==> config.mk <==
export PLATFORM = sky130hd
export DESIGN_NAME = bit_deserializer_flat
export DESIGN_NICKNAME = d
export VERILOG_FILES = /design/src/rtl/bit_deserializer_pkg.sv /design/src/rtl/bit_deserializer_if.sv /design/src/rtl/bit_deserializer_word_hold_reg.sv /design/src/rtl/bit_deserializer.sv /design/src/flat_wrapper.sv
export SDC_FILE = /design/constraint.sdc
export NUM_CORES = 1
export LEC_CHECK = 0
export ABC_CLOCK_PERIOD_IN_PS = 2700
export BUFFER_PORTS_ARGS = -buffer_cell sky130_fd_sc_hd__buf_2
export CAP_MARGIN = 0
export CELL_PAD_IN_SITES_DETAIL_PLACEMENT = 1
export CELL_PAD_IN_SITES_GLOBAL_PLACEMENT = 2
export CORE_MARGIN = 2
export CORE_UTILIZATION = 30
export DETAILED_ROUTE_END_ITERATION = 8
export PLACE_DENSITY_LB_ADDON = 0.1
export SLEW_MARGIN = 10
export SYNTH_ARGS = -nofsm -noshare
export SYNTH_HDL_FRONTEND = slang
export SYNTH_SLANG_ARGS = --single-unit
==> constraint.sdc <==
create_clock -name clk -period 2.7 [get_ports clk]
set_input_delay 0.405 -clock clk [delete_from_list [all_inputs] [get_ports clk]]
set_output_delay 0.405 -clock clk [all_outputs]
set_load 0.1 [all_outputs]
==> src/rtl/bit_deserializer_pkg.sv <==
// bit_deserializer_pkg
//   Shared definitions for the bit deserializer slice: FSM state encodings,
//   the legal WIDTH range used by the elaboration check, and the shift-in
//   helper used to build the next shift-register value.
package bit_deserializer_pkg;

  // FSM encodings kept as plain constants so older code can share them.
  localparam logic [0:0] ST_IDLE    = 1'b0;
  localparam logic [0:0] ST_COLLECT = 1'b1;

  // Legal word widths.
  localparam int WIDTH_MIN = 32'sd2;
  localparam int WIDTH_MAX = 32'sd32;

  // Shift one bit into a word held in the low 'width' bits of a 32-bit container.
  // msb_first=1: shift left, new bit enters at bit 0, so the first bit ends up at width-1.
  // msb_first=0: shift right, new bit enters at width-1, so the first bit ends up at bit 0.
  // Bits above 'width' must be zero on entry and stay zero on exit.
  function automatic logic [31:0] shift_in(input logic [31:0] cur,
                                           input logic        b,
                                           input int          width,
                                           input logic        msb_first);
    logic [31:0] mask;
    logic [31:0] res;
    if (width >= 32'sd32) begin
      mask = 32'hFFFF_FFFF;
    end else begin
      mask = (32'd1 << width) - 32'd1;
    end
    if (msb_first) begin
      res = ((cur << 1) | {31'd0, b}) & mask;
    end else begin
      res = (cur >> 1) | ({31'd0, b} << (width - 32'sd1));
    end
    return res;
  endfunction

endpackage

==> src/rtl/bit_deserializer_if.sv <==
// bit_deserializer_if
//   Serial input and word output handshake of the bit deserializer.
//   master : the deserializer (consumes the serial bits, drives the word stream)
//   slave  : the environment (drives serial bits and word_ready, consumes words)
//   Signals:
//     bit_in, bit_valid, frame_start : serial bit stream with framing marker
//     word_out, word_valid, word_ready : completed-word valid/ready handshake
interface bit_deserializer_if
  import bit_deserializer_pkg::*;
#(
  parameter int WIDTH = 8
);
  logic             bit_in;
  logic             bit_valid;
  logic             frame_start;
  logic [WIDTH-1:0] word_out;
  logic             word_valid;
  logic             word_ready;

  modport master (
    input  bit_in, bit_valid, frame_start, word_ready,
    output word_out, word_valid
  );

  modport slave (
    output bit_in, bit_valid, frame_start, word_ready,
    input  word_out, word_valid
  );
endinterface

==> src/rtl/bit_deserializer_word_hold_reg.sv <==
// word_hold_reg
//   One-entry valid/ready output register for completed words.
//   A load request is accepted when the register is empty or is being
//   drained on the same edge; otherwise the word is dropped and the sticky
//   overflow flag is raised.
//   Ports:
//     clk, reset   : clock, synchronous active-high reset
//     load_req     : a completed word is offered this edge
//     load_data    : the completed word
//     ready        : consumer accepts data when valid
//     clear_flags  : synchronous clear of overflow (a same-edge drop wins)
//     data, valid  : held word and its valid flag
//     overflow     : sticky dropped-word flag
module word_hold_reg
  import bit_deserializer_pkg::*;
#(
  parameter int WIDTH = 8
) (
  input  logic             clk,
  input  logic             reset,
  input  logic             load_req,
  input  logic [WIDTH-1:0] load_data,
  input  logic             ready,
  input  logic             clear_flags,
  output logic [WIDTH-1:0] data,
  output logic             valid,
  output logic             overflow
);

  logic accept_s;
  logic drop_s;
  logic consume_s;

  // Decide whether an offered word fits and whether the held word drains.
  always_comb begin
    accept_s  = load_req && (!valid || ready);
    drop_s    = load_req && valid && !ready;
    consume_s = valid && ready;
  end

  // Held word, valid flag and sticky overflow.
  always_ff @(posedge clk) begin
    if (reset) begin
      data     <= {WIDTH{1'b0}};
      valid    <= 1'b0;
      overflow <= 1'b0;
    end else begin
      if (accept_s) begin
        data  <= load_data;
        valid <= 1'b1;
      end else if (consume_s) begin
        // word_out deliberately keeps the consumed value.
        valid <= 1'b0;
      end else begin
        valid <= valid;
      end

      if (drop_s) begin
        overflow <= 1'b1;
      end else if (clear_flags) begin
        overflow <= 1'b0;
      end else begin
        overflow <= overflow;
      end
    end
  end

endmodule

==> src/rtl/bit_deserializer.sv <==
// bit_deserializer
//   Collects a framed serial bit stream into WIDTH-bit words and presents
//   completed words through a one-entry valid/ready output register.
//   Ports:
//     clk, reset   : clock, synchronous active-high reset
//     bus          : serial input + word handshake (master modport)
//     clear_flags  : synchronous clear of overflow and frame_err
//     bit_count    : bits collected in the current partial word (0..WIDTH-1)
//     overflow     : sticky, a completed word was dropped (output register full)
//     frame_err    : sticky, frame_start arrived mid-word (partial word discarded)
module bit_deserializer
  import bit_deserializer_pkg::*;
#(
  parameter int   WIDTH     = 8,
  parameter bit   MSB_FIRST = 1'b1,
  localparam int  CNT_W     = $clog2(WIDTH) + 1
) (
  input  logic             clk,
  input  logic             reset,
  bit_deserializer_if.master bus,
  input  logic             clear_flags,
  output logic [CNT_W-1:0] bit_count,
  output logic             overflow,
  output logic             frame_err
);

  generate
    if (WIDTH < WIDTH_MIN || WIDTH > WIDTH_MAX) begin : g_bad_width
      $error("bit_deserializer: WIDTH out of range");
    end
  endgenerate

  localparam logic [CNT_W-1:0] LAST_IDX = CNT_W'(WIDTH - 1);
  localparam logic [CNT_W-1:0] CNT_ONE  = CNT_W'(1);

  logic [0:0]       state_r;
  logic [WIDTH-1:0] shift_r;

  logic [0:0]       state_nxt_s;
  logic [WIDTH-1:0] shift_nxt_s;
  logic [CNT_W-1:0] count_nxt_s;
  logic [WIDTH-1:0] fresh_s;
  logic [WIDTH-1:0] cont_s;
  logic             complete_s;
  logic             ferr_set_s;

  // Candidate shift values: starting a new word from zero, or extending the current one.
  always_comb begin
    fresh_s = WIDTH'(shift_in(32'd0, bus.bit_in, WIDTH, MSB_FIRST));
    cont_s  = WIDTH'(shift_in(32'(shift_r), bus.bit_in, WIDTH, MSB_FIRST));
  end

  // FSM next-state, bit counter and shift register update.
  always_comb begin
    state_nxt_s = state_r;
    shift_nxt_s = shift_r;
    count_nxt_s = bit_count;
    complete_s  = 1'b0;
    ferr_set_s  = 1'b0;
    case (state_r)
      ST_IDLE: begin
        if (bus.bit_valid && bus.frame_start) begin
          state_nxt_s = ST_COLLECT;
          shift_nxt_s = fresh_s;
          count_nxt_s = CNT_ONE;
        end else begin
          state_nxt_s = ST_IDLE;
        end
      end
      ST_COLLECT: begin
        if (bus.bit_valid) begin
          if (bus.frame_start) begin
            // Restart: any partial word is thrown away.
            ferr_set_s  = (bit_count != {CNT_W{1'b0}});
            shift_nxt_s = fresh_s;
            count_nxt_s = CNT_ONE;
          end else if (bit_count == LAST_IDX) begin
            // Last bit of a word: the counter wraps and the next bit starts
            // a new word without needing frame_start.
            shift_nxt_s = cont_s;
            count_nxt_s = {CNT_W{1'b0}};
            complete_s  = 1'b1;
          end else begin
            shift_nxt_s = cont_s;
            count_nxt_s = bit_count + CNT_ONE;
          end
        end else begin
          state_nxt_s = ST_COLLECT;
        end
      end
      default: begin
        state_nxt_s = ST_IDLE;
        shift_nxt_s = {WIDTH{1'b0}};
        count_nxt_s = {CNT_W{1'b0}};
      end
    endcase
  end

  // State, shift register, bit counter and sticky frame error.
  always_ff @(posedge clk) begin
    if (reset) begin
      state_r   <= ST_IDLE;
      shift_r   <= {WIDTH{1'b0}};
      bit_count <= {CNT_W{1'b0}};
      frame_err <= 1'b0;
    end else begin
      state_r   <= state_nxt_s;
      shift_r   <= shift_nxt_s;
      bit_count <= count_nxt_s;
      if (ferr_set_s) begin
        frame_err <= 1'b1;
      end else if (clear_flags) begin
        frame_err <= 1'b0;
      end else begin
        frame_err <= frame_err;
      end
    end
  end

  word_hold_reg #(
    .WIDTH (WIDTH)
  ) u_hold (
    .clk         (clk),
    .reset       (reset),
    .load_req    (complete_s),
    .load_data   (shift_nxt_s),
    .ready       (bus.word_ready),
    .clear_flags (clear_flags),
    .data        (bus.word_out),
    .valid       (bus.word_valid),
    .overflow    (overflow)
  );

endmodule

==> src/flat_wrapper.sv <==
// flat-port wrapper written by rule: the top's interface ports become plain ports
module bit_deserializer_flat import bit_deserializer_pkg::*;
#(
  parameter int   WIDTH     = 8,
  parameter bit   MSB_FIRST = 1'b1,
  localparam int  CNT_W     = $clog2(WIDTH) + 1
)
  (clk, reset, clear_flags, bit_count, overflow, frame_err, bus_bit_in, bus_bit_valid, bus_frame_start, bus_word_ready, bus_word_out, bus_word_valid);
  bit_deserializer_if #(.WIDTH(WIDTH)) bus_i ();
  input  logic clk;
  input  logic reset;
  input  logic clear_flags;
  output logic [CNT_W-1:0] bit_count;
  output logic overflow;
  output logic frame_err;
  input wire logic [$bits(bus_i.bit_in)-1:0] bus_bit_in;
  input wire logic [$bits(bus_i.bit_valid)-1:0] bus_bit_valid;
  input wire logic [$bits(bus_i.frame_start)-1:0] bus_frame_start;
  input wire logic [$bits(bus_i.word_ready)-1:0] bus_word_ready;
  output wire logic [$bits(bus_i.word_out)-1:0] bus_word_out;
  output wire logic [$bits(bus_i.word_valid)-1:0] bus_word_valid;
  assign bus_i.bit_in = bus_bit_in;
  assign bus_i.bit_valid = bus_bit_valid;
  assign bus_i.frame_start = bus_frame_start;
  assign bus_i.word_ready = bus_word_ready;
  assign bus_word_out = bus_i.word_out;
  assign bus_word_valid = bus_i.word_valid;
  bit_deserializer #(.WIDTH(WIDTH), .MSB_FIRST(MSB_FIRST)) u_core (.clk(clk), .reset(reset), .bus(bus_i), .clear_flags(clear_flags), .bit_count(bit_count), .overflow(overflow), .frame_err(frame_err));
endmodule
Yosys cells after proc, flatten, opt, wreduce, memory -nomap -nowiden
Index checks and enable logic that the tools add are counted.
{"block": "classes", "addsub": 1, "n_eq_ne": 3, "muxes": 23, "n_bitwise": 2, "reduce_logical": 13}
{"op": "$mux W8", "count": 3}
{"op": "$mux W4", "count": 4}
{"op": "$pmux W8 S2", "count": 1}
{"op": "$mux W1", "count": 13}
{"op": "$or A8 B1 Y8", "count": 1}
{"op": "$pmux W4 S2", "count": 1}
{"op": "$reduce_bool A2 Y1", "count": 3}
{"op": "$logic_and A1 B1 Y1", "count": 5}
{"op": "$add A4 B1 Y4 const B", "count": 1}
{"op": "$eq A4 B3 Y1 const B", "count": 1}
{"op": "$reduce_bool A4 Y1", "count": 1}
{"op": "$logic_not A1 Y1", "count": 2}
{"op": "$ne A2 B1 Y1 const B", "count": 1}
{"op": "$ne A2 B2 Y1 const B", "count": 1}
{"op": "$pmux W1 S2", "count": 1}
{"op": "$reduce_and A2 Y1", "count": 1}
{"op": "$logic_or A1 B1 Y1", "count": 1}
{"op": "$not A1 Y1", "count": 1}
{"block": "word_totals", "reg_bits": 24, "inputBits": 7, "out_inout_bits": 15, "word_cells": 49}

Logic depth before layout (Yosys ltp)
Gate-level depths: netlist of the first run.
{"block": "depth", "word_depth": 8, "depth_mapped": 5, "ltp_nobuf": 5}

Hierarchy
Synthesis of the first run repeated with hierarchy kept, for this count alone.
{"block": "hier_totals", "cells_unflattened": 130, "hier_area_um2": 1161.1}
{"mod": "bit_deserializer", "n_inst": 1, "cells_per_inst": 87, "area_per_inst_um2": 719.4, "seq_area_each_um2": 280.3}
{"mod": "word_hold_reg", "n_inst": 1, "cells_per_inst": 43, "area_per_inst_um2": 441.7, "seq_area_each_um2": 200.2}

Least setup slack after synthesis of the first run
OpenSTA, ideal clock, no wires.
{"block": "synth_timing", "kind": "flip-flop to flip-flop", "startpoint": "register u_core.bit_count[0]", "endpoint": "register u_core.u_hold.data[6]", "setup_time_ps": 80, "t_arrival_ps": 1991, "t_required_ps": 2620, "slack_ps": 629, "stages_incl_launch_ff": 6, "path_buffers": 1, "period_less_slack_ps": 2071, "path_cell_list": "dfxtp_1 > ha_1 > and3b_1 > buf_2 > a31oi_1 > a211oi_2"}
{"block": "synth_via", "elab_chain_len": 6}
{"item": "from (decl)", "line_no": "bit_deserializer.sv:22", "source": "output logic [CNT_W-1:0] bit_count,"}
{"item": "from (signal assigned)", "line_no": "bit_deserializer.sv:104", "source": "bit_count <= {CNT_W{1'b0}};"}
{"item": "from (signal assigned)", "line_no": "bit_deserializer.sv:109", "source": "bit_count <= count_nxt_s;"}
{"item": "$eq A4 B3 Y1", "line_no": "bit_deserializer.sv:77", "source": "end else if (bit_count == LAST_IDX) begin"}
{"item": "$mux W1", "line_no": "bit_deserializer.sv:77"}
{"item": "$mux W1", "line_no": "bit_deserializer.sv:72", "source": "if (bus.frame_start) begin"}
{"item": "$mux W1", "line_no": "bit_deserializer.sv:71", "source": "if (bus.bit_valid) begin"}
{"item": "$mux W1", "line_no": "bit_deserializer.sv:60", "source": "case (state_r)"}
{"item": "$logic_and A1 B1 Y1", "line_no": "bit_deserializer_word_hold_reg.sv:36", "source": "accept_s = load_req && (!valid || ready);"}
{"item": "to (signal assigned)", "line_no": "bit_deserializer_word_hold_reg.sv:44", "source": "data <= {WIDTH{1'b0}};"}
{"item": "to (signal assigned)", "line_no": "bit_deserializer_word_hold_reg.sv:49", "source": "data <= load_data;"}
{"item": "to (decl)", "line_no": "bit_deserializer_word_hold_reg.sv:25", "source": "output logic [WIDTH-1:0] data,"}
Every way passes these cells.
A chain may end at the register's enable or synchronous reset.

Final worst setup path of the first run
{"block": "layout_timing", "startpoint": "register u_core.bit_count[1]", "endpoint": "register u_core.u_hold.data[4]"}
Same word-level chain as after synthesis.

==> summary.json, run 1 <==
{
  "outcome": "finished, final reports clean",
  "reg2reg_depth": 4,
  "detail_route.wl_per_cell_um": 14.5,
  "synth_edf_count": 0,
  "dr_wl_met3_um": 79,
  "cts_buffers": 3,
  "wire_length_of_the_first_global_routing_pass_mm": 4.44,
  "synth.lib_cells_used.distinct": 33,
  "final_hold_viol_count": 0,
  "pwrdens_nw_per_um2": 544,
  "setup_violations_final": 0,
  "vias": 929,
  "syn-num-nets": 130,
  "met2RoutedLength_mm": 1.21,
  "initial_utilization_pct": 31.9,
  "p_comb_share_pct": 7.4,
  "routed.top_layer": "met4",
  "cpMaxStageDelayCell": "and3b_1",
  "design.portCount": 22,
  "synthesis.area_per_instance_sq_um": 9.02,
  "synth_flop_cell": "dfxtp_1",
  "placer_s_final_routability_congestion_estimate": 0.754,
  "h_tree_level_count": 1,
  "layout_cell_share_with_drive_strength_beyond_1_pct": 20.9,
  "syn-instance-count": 121,
  "clockRootBuffer": "clkbuf_4",
  "power.internal_uw": 521,
  "dr.first_iter.drc_count": 39,
  "asr_flop_ratio_synth_pct": 0,
  "synth.yosys.seq_area_share_pct": 44.0,
  "critical_path.cell_chain": "ha_1 > and3b_1 > and3_1 > a211oi_1",
  "ff_latch_area_sq_um": 480,
  "fin_tns_setup_ps": 0,
  "final_design_area_no_fill_sq_um": 1240,
  "portBuffers": 21,
  "n_fill_cell": 407,
  "worst_r2r_startpoint": "u_core.bit_count[1]",
  "worst_setup_path_end_kind": "flip-flop",
  "crit_arrival_ps": 2030,
  "timing.hold.worst_endpoint": "u_core.u_hold.overflow",
  "grt_pass1_vias": 922,
  "drtAntennaViolNets": 0,
  "ff2ff_setup_slack_ps": 860,
  "grt_usage_pct": 13.9,
  "hold_path_start": "bus_word_ready",
  "seqPwrFrac_pct": 53.7,
  "clk_latency_ps": 320,
  "grt_overflow": 0,
  "number_of_detailed_route_iterations_in_the_first_pass": 4,
  "grt_setup_unrepaired": "false",
  "p_leak_uw": 0.000488,
  "tritoncts": "done",
  "power.ir.vdd_worst_mv": 0.151,
  "path_delay_family": "simple AND/OR/NAND/NOR gates",
  "clock.fmax_mhz": 545,
  "post_cts.resized_instances": 0,
  "ant_diodes": 0,
  "synth_area_sq_um": 1090,
  "cp_num_buf_inv": 0,
  "place.detailed.hpwl_mm": 1.86,
  "critical_path_class": "flip-flop to flip-flop",
  "timing.rr.end": "u_core.u_hold.data[4]",
  "nNetsFinal": 144,
  "timing.max_slew.rel_slack_pct": 67.4,
  "cts.reportedPaths.clkPinSlew_ps": 140,
  "overall_die_area_sq_um": 4140,
  "antenna_found_initial": 0,
  "drc": 0,
  "clkPwrFrac_pct": 38.9,
  "detail_route.wirelength.met1_mm": 1.31,
  "detail_route.vias_per_cell": 5.16,
  "post-cts-setup-buffers": 0,
  "clock_skew_ps": 4.27,
  "worst_pin_slew_ps": 492,
  "final_cell_mix": "24 x dfxtp_1, 21 x buf_2, 11 x nor2_1",
  "routed_wl_mm": 2.62,
  "switching_share_pct": 22.8,
  "cp-start-kind": "flip-flop",
  "multiInputGateArea_sq_um": 531,
  "worst_hold_path_stage_count": 3,
  "chipWidth_um": 64.3,
  "cts-hold-fix-buffers": 0,
  "die_h_um": 64.3,
  "clock_tree.buffer_depth": 2,
  "area_of_the_core_sq_um": 3420,
  "critPathRequiredTime_ps": 2900,
  "layout.cells.most_common": "dfxtp_1",
  "worst-path-max-fanout": 12,
  "dpl_cell_area_sq_um": 1190,
  "ys_ff_latch": 24,
  "fraction_of_the_cycle_the_final_worst_path_needs_pct": 68.0,
  "timing.max_cap.violations": 0,
  "syn_to_final_growth_pct": 13.8,
  "cts_sink_count": 24,
  "report.final.slew_viol_count": 0,
  "power.net_switching_uw": 154,
  "largest_net_degree_at_the_start_of_global_routing": 26,
  "crit_path_max_incr_delay_ps": 460,
  "hold_path_class": "input port to flip-flop",
  "yosys_warnings": 0,
  "row_count": 21,
  "final.min_clock_period_ps": 1840
}
[sequential cells by signal, summed over array words and instances (netlist names)]
register	flops
u_core.state_r	1
u_core.u_hold.valid	1
u_core.u_hold.data	8
u_core.u_hold.overflow	1
u_core.frame_err	1
u_core.bit_count	4
u_core.shift_r	8
[cell usage after synthesis (2+ instances only)]
library cell | instances | area share [%]
a21oi_1 | 8 | 3.7
or3_1 | 2 | 1.1
buf_4 | 2 | 1.4
and2_1 | 7 | 4.0
a22oi_1 | 2 | 1.4
nor2b_1 | 8 | 4.6
a221oi_1 | 7 | 5.6
nand2b_1 | 3 | 1.7
a211oi_1 | 7 | 4.8
nand2_1 | 2 | 0.69
dfxtp_1 | 24 | 44
a31oi_1 | 8 | 4.6
buf_2 | 3 | 1.4
clkbuf_1 | 5 | 1.7
inv_1 | 4 | 1.4
nor2_1 | 11 | 3.8
ha_1 | 2 | 2.3
[layout make-up]
class                   instances  area share, %
multi-input cells              81           42.7
clock inverters                 1           2.42
repair buffers                 21           8.47
clock buffers                   3           1.81
inverters                       4           1.21
well taps                      46           4.64
flip-flops and latches         24           38.7
[routing by layer]
layer / track usage (%) / vias up
met2: 21.5 / 12
li1: - / 469
met3: 2.46 / 2
met5: 0 / -
met4: 5.59 / 0
met1: 19.0 / 446
[logic make-up after synthesis]
| group | Yosys count | share of synthesized area [%] |
|---|---|---|
| adder cells (fa/ha/maj) | 2 | 2.29 |
| buffers and inverters | 16 | 7.34 |
| flip-flops | 24 | 44.0 |
| AND/OR/NAND/NOR | 42 | 22.5 |
| AO/OA/AOI/OAI | 36 | 22.9 |
| multiplexers | 1 | 0.917 |
[worst max path at each step]
stage,startpoint,to,cells past startpoint
floorplan,u_core.bit_count[0],u_core.u_hold.data[6],5
global placement,u_core.bit_count[0],u_core.u_hold.data[3],4
detailed placement,u_core.bit_count[1],u_core.u_hold.data[4],4
CTS,u_core.bit_count[1],u_core.u_hold.data[4],4
global route,u_core.bit_count[0],u_core.u_hold.data[4],4
finish,u_core.bit_count[1],u_core.u_hold.data[4],4
[power by group through the flow]
| stage | Combinational, uW | Sequential, uW | Clock (uW) |
|---|---|---|---|
| after floorplan | 31.2 | 379 | 0 |
| after detailed placement | 50.6 | 370 | 0 |
| after global placement | 49.9 | 370 | 0 |
| after CTS | 50.7 | 363 | 278 |
| final | 49.9 | 362 | 263 |
| after global routing | 54.8 | 364 | 295 |
[per-stage QoR]
step	utilization [%]	hold WS, ps	instances	power (uW)	setup slack, ps
floorplan	-	476	121	410	629
global placement	34.8	457	176	420	917
detailed placement	34.8	470	176	421	882
CTS	36.3	335	180	691	862
global route	36.3	337	180	714	665
finish	36.3	352	180	675	864
[tightest hold or removal path: stages]
cell and delay [ps]:
buf_2 80, nand4b_1 100, a21oi_1 60
Note: power is estimated with default switching activity, not from simulation.
==> inputs of run 2 (changes only) <==
- ABC_AREA: unset -> 1
- ABC_CLOCK_PERIOD_IN_PS: 2700 -> 1870
- CORE_UTILIZATION: 30 -> 28
- clock period: 2.7 -> 1.87 ns (I/O delays scaled with it)
==> summary.json, run 2 <==
{
  "drtAntennaViolNets": {"value": 0, "change": "unchanged"},
  "critical_path_class": "flip-flop to flip-flop",
  "synth.yosys.seq_area_share": {"value": 44.2, "unit": "%", "change": "+0.20 points"},
  "ys_ff_latch": {"value": 24, "change": "unchanged"},
  "worst_r2r_startpoint": "u_core.bit_count[0]",
  "synth_edf_count": {"value": 0, "change": "unchanged"},
  "fraction_of_the_cycle_the_final_worst_path_needs": {"value": 77.7, "unit": "%", "change": "+9.7 points"},
  "clock.fmax": {"value": 688, "unit": "MHz", "change": "+26%"},
  "worst-path-max-fanout": {"value": 17, "change": "+5"},
  "ant_diodes": {"value": 0, "change": "unchanged"},
  "grt_overflow": {"value": 0, "change": "unchanged"},
  "synth_area": {"value": 1090, "unit": "sq um", "change": "-0.46%"},
  "number_of_detailed_route_iterations_in_the_first_pass": {"value": 4, "change": "unchanged"},
  "crit_arrival": {"value": 1620, "unit": "ps", "change": "-410 ps"},
  "layout.cells.most_common": "nand2_1",
  "drc": {"value": 0, "change": "unchanged"},
  "critical_path_cell_count": {"value": 6, "change": "+2"},
  "timing.max_slew.rel_slack": {"value": 67.4, "unit": "%", "change": "about the same"},
  "setup_violations_final": {"value": 0, "change": "unchanged"},
  "final.min_clock_period": {"value": 1450, "unit": "ps", "change": "-383 ps"},
  "final_cell_mix": "47 x nand2_1, 21 x buf_2, 21 x dfxtp_1",
  "post_cts.resized_instances": {"value": 0, "change": "unchanged"},
  "layout_cell_share_with_drive_strength_beyond_1": {"value": 20.8, "unit": "%", "change": "-0.11 points"},
  "p_leak": {"value": 0.000691, "unit": "uW", "change": "+41%"},
  "synth.lib_cells_used.distinct": {"value": 19, "change": "-42%"},
  "synth_top_cells_by_area": "dfxtp_1 44%, nand2_1 16%, inv_1 6.9%",
  "synth_largest_type_area_fraction": {"value": 44.2, "unit": "%", "change": "+0.20 points"},
  "syn_to_final_growth_pct": 19.4,
  "grt_pass1_vias": {"value": 1038, "change": "+13%"},
  "final_hold_viol_count": {"value": 0, "change": "unchanged"},
  "clockRootBuffer": "clkbuf_8",
  "critical_path.cell_chain": "ha_1 > nand2_1 > nor2_2 > nand3_4 > nor2_1 > nor2_2",
  "postLayoutSetupSlackWorst": {"value": 417, "unit": "ps", "change": "-447 ps"},
  "clock_tree.buffer_depth": {"value": 2, "change": "unchanged"},
  "power.ir.vdd_worst": {"value": 0.296, "unit": "mV", "change": "+95%"},
  "dr.first_iter.drc_count": {"value": 23, "change": "-41%"},
  "asr_flop_ratio_synth": {"value": 0, "unit": "%", "change": "unchanged"},
  "critPathRequiredTime": {"value": 2040, "unit": "ps", "change": "-860 ps"},
  "timing.rr.end": "u_core.u_hold.data[6]",
  "netlist_top_cells_count": "47 x nand2_1, 24 x dfxtp_1, 20 x inv_1",
  "path_delay_family": "simple AND/OR/NAND/NOR gates",
  "antenna_found_initial": {"value": 0, "change": "unchanged"},
  "worst_setup_path_endpoint": "u_core.u_hold.data[6]",
  "holdWs": {"value": 267, "unit": "ps", "change": "-85.7 ps"},
  "largest_net_degree_at_the_start_of_global_routing": {"value": 18, "change": "-31%"},
  "post-cts-setup-buffers": {"value": 0, "change": "unchanged"},
  "routed_wl": {"value": 2.57, "unit": "mm", "change": "-1.7%"},
  "placer_s_final_routability_congestion_estimate": {"value": 0.787, "change": "+4.3%"},
  "crit_path_max_incr_delay": {"value": 390, "unit": "ps", "change": "-70 ps"},
  "cp-start-kind": "flip-flop",
  "synth_flop_cell": "dfxtp_1",
  "grt_usage": {"value": 13.4, "unit": "%", "change": "-0.42 points"},
  "ff2ff_setup_slack": {"value": 420, "unit": "ps", "change": "-450 ps"},
  "portBuffers": {"value": 21, "change": "unchanged"},
  "vias": {"value": 1017, "change": "+9.5%"},
  "most_frequently_used_cell_type_in_the_post_synthesis_netlist": "nand2_1",
  "worst_path_most_repeated_cell": "nor2_2",
  "nNetsFinal": {"value": 188, "change": "+31%"},
  "cts_buffers": {"value": 3, "change": "unchanged"},
  "overall_die_area": {"value": 4390, "unit": "sq um", "change": "+6.2%"},
  "grt_setup_unrepaired": "false",
  "cp_num_buf_inv": {"value": 0, "change": "unchanged"},
  "synthesis.area_per_instance": {"value": 6.96, "unit": "sq um", "change": "-23%"},
  "wire_length_of_the_first_global_routing_pass": {"value": 4.49, "unit": "mm", "change": "+1.1%"},
  "detail_route.wl_per_cell": {"value": 11.4, "unit": "um", "change": "-22%"},
  "yosys_warnings": {"value": 0, "change": "unchanged"},
  "clk_latency": {"value": 270, "unit": "ps", "change": "-50 ps"},
  "cpMaxStageDelayCell": "dfxtp_2",
  "reg.largest.list": "u_core.shift_r (8), u_core.u_hold.data (8), u_core.bit_count (4)",
  "synth_largest_area_cell": "dfxtp_1",
  "detail_route.vias_per_cell": {"value": 4.50, "change": "-13%"},
  "reg2reg_depth": {"value": 6, "change": "+2"},
  "place.detailed.hpwl": {"value": 1.91, "unit": "mm", "change": "+2.5%"},
  "syn-num-nets": {"value": 165, "change": "+27%"},
  "cts.reportedPaths.clkPinSlew": {"value": 90, "unit": "ps", "change": "-50 ps"},
  "worst_setup_path_end_kind": "flip-flop",
  "area_of_the_core": {"value": 3690, "unit": "sq um", "change": "+8.0%"},
  "syn-instance-count": {"value": 156, "change": "+29%"},
  "cts-hold-fix-buffers": {"value": 0, "change": "unchanged"},
  "timing.max_cap.violations": {"value": 0, "change": "unchanged"},
  "die_h": {"value": 66.3, "unit": "um", "change": "+3.1%"},
  "outcome": "finished, final reports clean",
  "clock_skew": {"value": 1.77, "unit": "ps", "change": "-2.50 ps"},
  "pwrdens": {"value": 737, "unit": "nW/um^2", "change": "+35%"},
  "chipWidth": {"value": 66.3, "unit": "um", "change": "+3.1%"},
  "initial_utilization": {"value": 29.4, "unit": "%", "change": "-2.5 points"},
  "tritoncts": "done",
  "crit_start": "u_core.bit_count[0]",
  "row_count": {"value": 22, "change": "+4.8%"},
  "hold_path_class": "input port to flip-flop",
  "design.portCount": {"value": 22, "change": "unchanged"},
  "h_tree_level_count": {"value": 1, "change": "unchanged"},
  "dp_slack": {"value": 409, "unit": "ps", "change": "-474 ps"},
  "report.final.slew_viol_count": {"value": 0, "change": "unchanged"},
  "worst_pin_slew": {"value": 493, "unit": "ps", "change": "+0.928 ps"},
  "fin_tns_setup": {"value": 0, "unit": "ps", "change": "unchanged"},
  "cts_sink_count": {"value": 24, "change": "unchanged"}
}
==> run 2: cell count changes in the layout (fill, tap and decap cells not counted), moves of 8 or more <==
cell | previous run | this run
nor2_1 | 11 | 19
inv_1 | 4 | 20
nand2_1 | 2 | 47
nand3_1 | 1 | 15
nor2b_1 | 8 | 0
==> run 2: layer usage <==
metal  part of all wire (%)  routed length (um)  global-route usage, %
met3                    4.2                 109                   2.56
met2                     45                1170                   22.9
met1                     49                1250                   16.2
met5                      0                   0                      0
met4                    1.8                  45                   6.12
==> run 2: worst min-delay path: cells and delay by family <==
kind	cells	cell delay, ps
compound gates	1	50
buf+inv	2	110
simple gates	1	50
==> run 2: how the worst min path moves through the flow <==
stage | endpoint | startpoint | cells past startpoint | slack [ps]
after floorplan | u_core.frame_err | clear_flags | 3 | 460
after global placement | u_core.frame_err | u_core.frame_err | 2 | 450
after detailed placement | u_core.frame_err | u_core.frame_err | 2 | 450
after CTS | u_core.frame_err | clear_flags | 4 | 260
after global routing | u_core.frame_err | clear_flags | 4 | 280
final | u_core.frame_err | clear_flags | 4 | 270
==> run 2: kinds of logic after synthesis <==
kind of cell	share of synthesized area [%]
and+or+nand+nor	36.8
buffers and inverters	10.6
DFF	44.2
AOI/OAI and AO/OA	6.11
adders and majority gates	2.30
==> run 2: final cells by class <==
class,count,area [sq um]
Inverter,23,86.3
Multi-Input combinational cell,104,490
Fill cell,478,2390
Tap cell,48,60.1
Timing Repair Buffer,23,120
Sequential cell,24,484
Clock buffer,4,55.1
==> run 2: power by group <==
group / switching (uW) / internal, uW
clock: 168 / 188
sequential: 6.68 / 517
combinational: 55.7 / 20.1
==> run 2: through the flow <==
step | power, uW | util [%] | cells | instance area (sq um)
4_1_cts | 974 | 35.1 | 226 | 1300
6_report | 955 | 35.1 | 226 | 1300
2_1_floorplan | 587 | - | 156 | 1090
3_5_place_dp | 612 | 33.6 | 222 | 1240
3_3_place_gp | 611 | 33.6 | 222 | 1240
5_1_grt | 1000 | 35.1 | 226 | 1300
